File: src/rtl/debounce_pkg.sv
// debounce_pkg: shared constants and helpers for the debounce_bank key debouncer.
//   MODE_ANY  - stretch: level is 1 while any history sample is 1
//   MODE_ALL  - level is 1 only while every history sample is 1
//   MODE_HYST - set on all-ones, clear on all-zeros, otherwise hold
//   clog2()   - ceiling log2, never less than 1, for sizing counters
package debounce_pkg;

  localparam int MODE_ANY  = 0;
  localparam int MODE_ALL  = 1;
  localparam int MODE_HYST = 2;

  // Ceiling log2 of value, clamped to a minimum width of one bit.
  function automatic int clog2(input int value);
    int result;
    result = 0;
    for (int i = 0; i < 31; i++) begin
      if ((32'sd1 <<< i) < value) begin
        result = i + 1;
      end else begin
        result = result;
      end
    end
    if (result < 1) begin
      result = 1;
    end else begin
      result = result;
    end
    return result;
  endfunction

endpackage

File: src/rtl/debounce_chan.sv
// debounce_chan: one debounced key channel.
//   Two-flop synchroniser (with optional polarity inversion), DEPTH-sample
//   history, MODE decision rule, registered level and press/release pulses.
//   With KEY_REPEAT_EN defined, an auto-repeat counter adds extra press
//   pulses while the key is held; otherwise press fires only on a rise.
// Ports:
//   clk400Hz   in   400 Hz sample clock, rising edge
//   rst        in   asynchronous active-high reset
//   raw        in   raw asynchronous key input
//   next_level out  combinational next value of level (feeds the bank summary)
//   level      out  registered debounced state, 1 = pressed
//   press      out  one-cycle pulse on a rise or an auto-repeat
//   released   out  one-cycle pulse on a fall ("release" is a reserved word)
module debounce_chan
  import debounce_pkg::*;
#(
  parameter int DEPTH      = 4,
  parameter int MODE       = MODE_HYST,
  parameter int ACTIVE_LOW = 0
`ifdef KEY_REPEAT_EN
  ,
  parameter int REPEAT_DELAY = 200,
  parameter int REPEAT_RATE  = 40
`endif
) (
  input  logic clk400Hz,
  input  logic rst,
  input  logic raw,
  output logic next_level,
  output logic level,
  output logic press,
  output logic released
);

  localparam logic POL = (ACTIVE_LOW != 0) ? 1'b1 : 1'b0;

  logic             s0_r;
  logic             s1_r;
  logic [DEPTH-1:0] hist_r;
  logic             level_r;
  logic             press_r;
  logic             rel_r;
  logic             next_lv_s;
  logic             rise_s;
  logic             fall_s;
  logic             repeat_s;

  // Synchroniser and sample history; history holds logical (polarity-corrected) samples.
  always_ff @(posedge clk400Hz or posedge rst) begin
    if (rst) begin
      s0_r   <= 1'b0;
      s1_r   <= 1'b0;
      hist_r <= {DEPTH{1'b0}};
    end else begin
      s0_r   <= raw ^ POL;
      s1_r   <= s0_r;
      hist_r <= {hist_r[DEPTH-2:0], s1_r};
    end
  end

  // Decision rule applied to the current history.
  always_comb begin
    next_lv_s = 1'b0;
    case (MODE)
      MODE_ANY: next_lv_s = |hist_r;
      MODE_ALL: next_lv_s = &hist_r;
      MODE_HYST: begin
        if (&hist_r) begin
          next_lv_s = 1'b1;
        end else if (~|hist_r) begin
          next_lv_s = 1'b0;
        end else begin
          next_lv_s = level_r;
        end
      end
      default: next_lv_s = level_r;
    endcase
  end

  assign rise_s = next_lv_s & ~level_r;
  assign fall_s = ~next_lv_s & level_r;

`ifdef KEY_REPEAT_EN
  localparam int               CNT_W      = clog2(REPEAT_DELAY + 1);
  localparam logic [CNT_W-1:0] CNT_HIT    = CNT_W'(REPEAT_DELAY);
  localparam logic [CNT_W-1:0] CNT_RELOAD = CNT_W'(REPEAT_DELAY - REPEAT_RATE);

  logic [CNT_W-1:0] cnt_r;
  logic [CNT_W-1:0] cnt_inc_s;

  assign cnt_inc_s = cnt_r + {{(CNT_W-1){1'b0}}, 1'b1};
  // A repeat fires on the cycle the count would reach REPEAT_DELAY while the key stays down.
  assign repeat_s  = level_r & next_lv_s & (cnt_inc_s == CNT_HIT);

  // Auto-repeat counter: zero while released or on the rise, counts while held.
  always_ff @(posedge clk400Hz or posedge rst) begin
    if (rst) begin
      cnt_r <= {CNT_W{1'b0}};
    end else if (level_r & next_lv_s) begin
      if (repeat_s) begin
        cnt_r <= CNT_RELOAD;
      end else begin
        cnt_r <= cnt_inc_s;
      end
    end else begin
      cnt_r <= {CNT_W{1'b0}};
    end
  end
`else
  assign repeat_s = 1'b0;
`endif

  // Registered level and edge pulses; a repeat needs next_lv=1, a fall needs next_lv=0.
  always_ff @(posedge clk400Hz or posedge rst) begin
    if (rst) begin
      level_r <= 1'b0;
      press_r <= 1'b0;
      rel_r   <= 1'b0;
    end else begin
      level_r <= next_lv_s;
      press_r <= rise_s | repeat_s;
      rel_r   <= fall_s;
    end
  end

  assign next_level = next_lv_s;
  assign level      = level_r;
  assign press      = press_r;
  assign released   = rel_r;

endmodule

File: src/rtl/debounce_bank.sv
// debounce_bank: N_CH-channel front-panel key debouncer on the 400 Hz tick clock.
//   Each channel is an independent debounce_chan; any_pressed is the registered
//   OR of every channel's next level, so it lines up with level.
//   Optional feature macro: KEY_REPEAT_EN (per-channel auto-repeat press pulses).
// Ports:
//   clk400Hz    in   400 Hz sample clock, rising edge
//   rst         in   asynchronous active-high reset
//   in          in   [N_CH] raw asynchronous key inputs
//   level       out  [N_CH] debounced key state, 1 = pressed
//   press       out  [N_CH] one-cycle press pulses (plus repeats)
//   released    out  [N_CH] one-cycle release pulses ("release" is a reserved word)
//   any_pressed out  OR of level, registered
module debounce_bank
  import debounce_pkg::*;
#(
  parameter int N_CH         = 4,
  parameter int DEPTH        = 4,
  parameter int MODE         = MODE_HYST,
  parameter int ACTIVE_LOW   = 0,
  parameter int REPEAT_DELAY = 200,
  parameter int REPEAT_RATE  = 40
) (
  input  logic            clk400Hz,
  input  logic            rst,
  input  logic [N_CH-1:0] in,
  output logic [N_CH-1:0] level,
  output logic [N_CH-1:0] press,
  output logic [N_CH-1:0] released,
  output logic            any_pressed
);

  logic [N_CH-1:0] next_level_s;
  logic            any_r;

  // Reject parameter sets the channel logic cannot honour.
  if (DEPTH < 2 || MODE < MODE_ANY || MODE > MODE_HYST ||
      REPEAT_RATE < 1 || REPEAT_RATE > REPEAT_DELAY) begin : g_bad_cfg
    $error("debounce_bank: illegal parameter set");
  end

  for (genvar i = 0; i < N_CH; i++) begin : g_chan
    debounce_chan #(
      .DEPTH        (DEPTH),
      .MODE         (MODE),
      .ACTIVE_LOW   (ACTIVE_LOW)
`ifdef KEY_REPEAT_EN
      ,
      .REPEAT_DELAY (REPEAT_DELAY),
      .REPEAT_RATE  (REPEAT_RATE)
`endif
    ) u_chan (
      .clk400Hz   (clk400Hz),
      .rst        (rst),
      .raw        (in[i]),
      .next_level (next_level_s[i]),
      .level      (level[i]),
      .press      (press[i]),
      .released   (released[i])
    );
  end

  // Summary flag built from next levels so it changes on the same edge as level.
  always_ff @(posedge clk400Hz or posedge rst) begin
    if (rst) begin
      any_r <= 1'b0;
    end else begin
      any_r <= |next_level_s;
    end
  end

  assign any_pressed = any_r;

endmodule

File: config.mk
export PLATFORM = sky130hd
export DESIGN_NAME = debounce_bank
export DESIGN_NICKNAME = d
export VERILOG_FILES = /design/src/rtl/debounce_pkg.sv /design/src/rtl/debounce_chan.sv /design/src/rtl/debounce_bank.sv
export SDC_FILE = /design/constraint.sdc
export NUM_CORES = 1
export LEC_CHECK = 0
export CORE_MARGIN = 4
export CORE_UTILIZATION = 35
export CTS_CLUSTER_SIZE = 10
export DETAILED_ROUTE_END_ITERATION = 10
export GPL_TIMING_DRIVEN = 0
export SLEW_MARGIN = 20
export SYNTH_ARGS = -nofsm -noshare
export SYNTH_HDL_FRONTEND = slang
export SYNTH_SLANG_ARGS = --single-unit
File: constraint.sdc
create_clock -name clk400Hz -period 4.26 [get_ports clk400Hz]
set_input_delay 0.852 -clock clk400Hz [delete_from_list [all_inputs] [get_ports clk400Hz]]
set_output_delay 0.852 -clock clk400Hz [all_outputs]
set_load 0.01 [all_outputs]
Word level (Yosys, flattened, before mapping)
Index checks and enable logic that the tools add are counted.

cells by class
  bitwise gates (word level) = 16
  $mul = 0
  shifts and indexed selects = 0
  div/mod/pow operators = 0
  mux-type cells = 8
  $lt $le $gt $ge = 0
  equality and inequality tests = 0
  add/subtract/negate cells = 0
  reductions and logical operators = 9

operators with widths
  cell              number
  $reduce_or 4->1   5
  $reduce_and 4->1  4
  $and 1x1->1       8
  $mux 1            8
  $not 1->1         8

storage, ports and cells
  output and inout bits = 13
  memory bits (read-only) = 0
  input port bits = 6
  bits in writable memories = 0
  bits in registers = 37
  bits in latches = 0
  memories = 0
  word-level logic and storage cells = 58

Depth between registers and ports, before layout
Gate-level depths: netlist (run 1).

  depth after elaboration = 5
  gate-level depth with buffers = 3
  depth with buffers taken out = 3

Modules after synthesis
A second synthesis (run 1) with hierarchy kept.

second synthesis, totals
  cell total of the unflattened synthesis = 71
  area total of the unflattened synthesis = 1,137.3 µm²

modules (own cells, without submodules)
  module         instances  sequential area each (µm²)  area an instance (µm²)  cells each
  debounce_chan  4          225.2                       275.3                   17
  debounce_bank  1          25.0                        36.3                    3

Worst setup path before layout (run 1)
No wires, ideal clock.

  kind = flip-flop to flip-flop
  from = register g_chan[0].u_chan.hist_r[1]
  to = register any_r (netlist: any_pressed)
  clock period less this slack = 1.437 ns
  buffers on the path = 0
  setup slack = 2.823 ns
  library setup time = 0.139 ns
  data required time = 4.121 ns
  cell stages (with the launch flop) = 4
  arrival = 1.299 ns
  cells stage by stage = dfrtp_1 o41ai_1 nand2_1 or4_1

between the ends
  longest elaborated chain between the ends = 4
  elaborated cells between the ends (all ways) = 5
  those cells by class = 2 x mux; 3 x reduce/logical

RTL lines
  item                             line                 text
  start: declaration               debounce_chan.sv:39  logic [DEPTH-1:0] hist_r;
  start signal: assignment         debounce_chan.sv:53  hist_r <= {DEPTH{1'b0}};
  start signal: assignment         debounce_chan.sv:57  hist_r <= {hist_r[DEPTH-2:0], s1_r};
  $reduce_or 4->1                  debounce_chan.sv:70  end else if (~|hist_r) begin
  $mux 1                           debounce_chan.sv:70
  $mux 1 *                         debounce_chan.sv:68  if (&hist_r) begin
  via g_chan[0].u_chan.next_level  debounce_chan.sv:29  output logic next_level,
  $reduce_or 4->1 *                debounce_bank.sv:67  any_r <= |next_level_s;
  end signal: assignment           debounce_bank.sv:67
  end: declaration                 debounce_bank.sv:33  logic any_r;

The timed path passes the listed nets; every way through them passes the cells marked *.

Final worst setup path (run 1)
  from = register g_chan[3].u_chan.level_r
  to = output port level[3]

RTL lines
  item                      line                  text
  start: declaration        debounce_chan.sv:40   logic level_r;
  start signal: assignment  debounce_chan.sv:120  level_r <= next_lv_s;
  end: declaration          debounce_bank.sv:26   output logic [N_CH-1:0] level,

No word-level cell between the ends.

==> results.cfg, run 1 <==
[worst_setup_path]
critPathMaxStageDelay_ps = 520
worstPathMaxFanout = 4
critPathBufInv = 2
cp_slowest_cell = clkdlybuf4s50_1
path_cells = buf_4 -> clkdlybuf4s50_1
startpoint_type = register
cp.required_ps = 3410
critPathArrivalTime_ps = 1380
cp-end-kind = output port
cp_top_family = buffers and inverters
critical_path_class = reg -> out
regToRegSetupSlack_ps = 2680

[timing]
relSlewSlack_pct = 52.32
worst_slew_pin_slew_ps = 714.2
whs_ps = 355.0
setup_viol = 0
finalCritPeriodShare_pct = 52.49
drv_slew = 0
fin_setup_tns_ps = 0
finalHoldViolCount = 0
period_minus_slack_ps = 2236
rsz0062_at_grt = no
max_freq_mhz = 447.2
fin_skew_ps = 12.49

[logic_synthesis]
synthesis.nets = 81
ys_seq_elements = 37
synth_cells = 75
synth_seq_area_share_pct = 77.57
syn_area_per_cell_sq_um = 15.92
syn-cell-area_sq_um = 1194
synth_cell_types = 12
yosysTopAreaCellShare_pct = 77.57
yosys_warnings = 0
synthTopCellsByArea = dfrtp_1, buf_4, o41ai_2
yosysTopAreaCell = dfrtp_1

[finish]
nFillCells = 298
drive_gt1_share_pct = 22.77
most-common-layout-cells = dfrtp_1, clkdlybuf4s50_1, buf_4
nets = 106
layout_commonest_cell = dfrtp_1
syn_to_final_growth_pct = 26.83
insertedDiodeCount = 0
final_cells = 145

[global_route]
antenna_found_initial = 0
grt_usage_pct = 8.805
grt_pass1_vias = 589
overflow = 0
grt_pass1_wl_um = 2718
grt_start_max_net_pins = 38

[floorplan]
start_util_pct = 37.86
die_h_um = 66.40
die_w_um = 66.40
dieArea_sq_um = 4409
rows = 20
pin_count = 19
fp.coreArea_sq_um = 3153

[route]
wl_per_cell_um = 10.77
drtAntennaViolNets = 0
drt-total-wl_um = 1561
drt_iter0_markers = 18
drc = 0
vias = 638
viasPerCell = 4.400
dr.pass1.iters = 4

[pwr]
power.density_nw_per_um2 = 487.3
vdd_drop_max_uv = 213.4
p_leak_nw = 0.6821

[min_path]
min_path_type = reg -> reg

[cts]
root_buffer = clkbuf_4
h-tree-depth = 2
cts.repair.resized = 0
clock_path_buffers = 2
insertion_delay_ps = 330
cts_hold_buf = 0
cts_tree = yes
cts-buffers-inserted = 5
cts_setup_buffers = 0
cts.clk_slew.worst_paths_ps = 100
clock_sinks = 37

[placement]
place_congestion = 0.7136
dp_hpwl_um = 1035
port_buffers = 18
dp_cells = 137

[flow_run]
maxCapViolations = 0

[run_status]
status = complete, no violations
-- path summary, 6_finish.rpt --
check / startpoint / endpoint / cells after the start
setup / recovery: g_chan[3].u_chan.level / level[3] / 2
hold / removal: g_chan[0].u_chan.s0_r / g_chan[0].u_chan.s1_r / 0
setup reg to reg: g_chan[0].u_chan.hist_r[1] / any_pressed / 3
hold reg to reg: g_chan[0].u_chan.s0_r / g_chan[0].u_chan.s1_r / 0
max in group asynchronous: rst / g_chan[1].u_chan.hist_r[1] / 2
min in group asynchronous: rst / g_chan[3].u_chan.level / 2
-- sequential cells by signal, indices dropped and copies added (netlist names) --
register,count
g_chan.u_chan.released,4
g_chan.u_chan.s1_r,4
g_chan.u_chan.s0_r,4
g_chan.u_chan.press,4
any_pressed,1
g_chan.u_chan.hist_r,16
g_chan.u_chan.level,4
-- Yosys cell counts, drive strengths merged --
master / n
and3: 4
buf: 12
dfrtp: 37
inv: 1
nand2: 4
nand3: 4
nand4: 4
nor3b: 4
o41ai: 4
or4: 1
-- final cells by class --
| class | instances | area [sq um] | area share, % |
|---|---|---|---|
| clock inverters | 1 | 30.03 | 1.983 |
| plain buffers | 12 | 90.09 | 5.950 |
| clock buffers | 7 | 55.05 | 3.636 |
| flip-flops and latches | 37 | 925.9 | 61.16 |
| well taps | 44 | 55.05 | 3.636 |
| inverters | 1 | 3.754 | 0.2479 |
| repair buffers | 18 | 180.2 | 11.90 |
| multi-input cells | 25 | 173.9 | 11.49 |
-- through the flow --
| step | cell area [sq um] | util, % | total power, mW | worst slack (ps) |
|---|---|---|---|---|
| finish | 1514 | 48.02 | 0.7378 | 2024 |
| global route | 1514 | 48.02 | 0.7833 | 1927 |
| CTS | 1514 | 48.02 | 0.7519 | 1995 |
| detailed placement | 1429 | 45.32 | 0.5039 | 2380 |
| global placement | 1429 | 45.32 | 0.5008 | 1869 |
| floorplan | 1194 | - | 0.4559 | 2575 |
-- power by group --
group / internal, mW / switching [mW] / total (mW)
Sequential: 0.379 / 0.0192 / 0.398
Combinational: 0.0622 / 0.0344 / 0.0965
Clock: 0.140 / 0.103 / 0.243
-- routing by layer --
metal,global-route usage [%],part of all wire (%),routed length [um],vias up
met3,6.122,6.1,95,6
met2,11.28,44,680,18
li1,-,-,-,302
met5,0,0,0,-
met1,10.55,47,741,312
met4,5.330,2.8,44,0
-- cell families (layout without fill, tap and decap cells) --
kind of cell | after synthesis | after routing | share of synthesized area [%]
buffers and inverters | 13 | 39 | 7.862
and+or+nand+nor | 21 | 21 | 10.38
DFF | 37 | 37 | 77.57
AOI/OAI and AO/OA | 4 | 4 | 4.193
No activity file was read; power rests on OpenSTA's default activity.
==> run 2, diff against run 1 <==
Clock period 4.26 ns to 2 ns, I/O delays scaled along.
==> results of run 2 <==
Same layout as run 1 (identical final DEF). Status: complete, no violations.
Among the figures that moved: setup slack after placement 2380 ps -> 445.2 ps; setup slack after layout 2024 ps -> 215.8 ps; register-to-register setup slack 2680 ps -> 420 ps; total power 0.7378 mW -> 1.571 mW; worst IR drop on VDD 213.4 uV -> 454.5 uV
==> run 3, diff against run 2 <==
Clock period 2 ns to 2.2 ns, I/O delays scaled along.
==> results of run 3 <==
Same layout as run 1 (identical final DEF). Status: complete, no violations.
Among the figures that moved: setup slack after placement 2380 ps -> 645.2 ps; setup slack after layout 2024 ps -> 375.8 ps; register-to-register setup slack 2680 ps -> 620 ps; total power 0.7378 mW -> 1.429 mW; worst IR drop on VDD 213.4 uV -> 413.1 uV
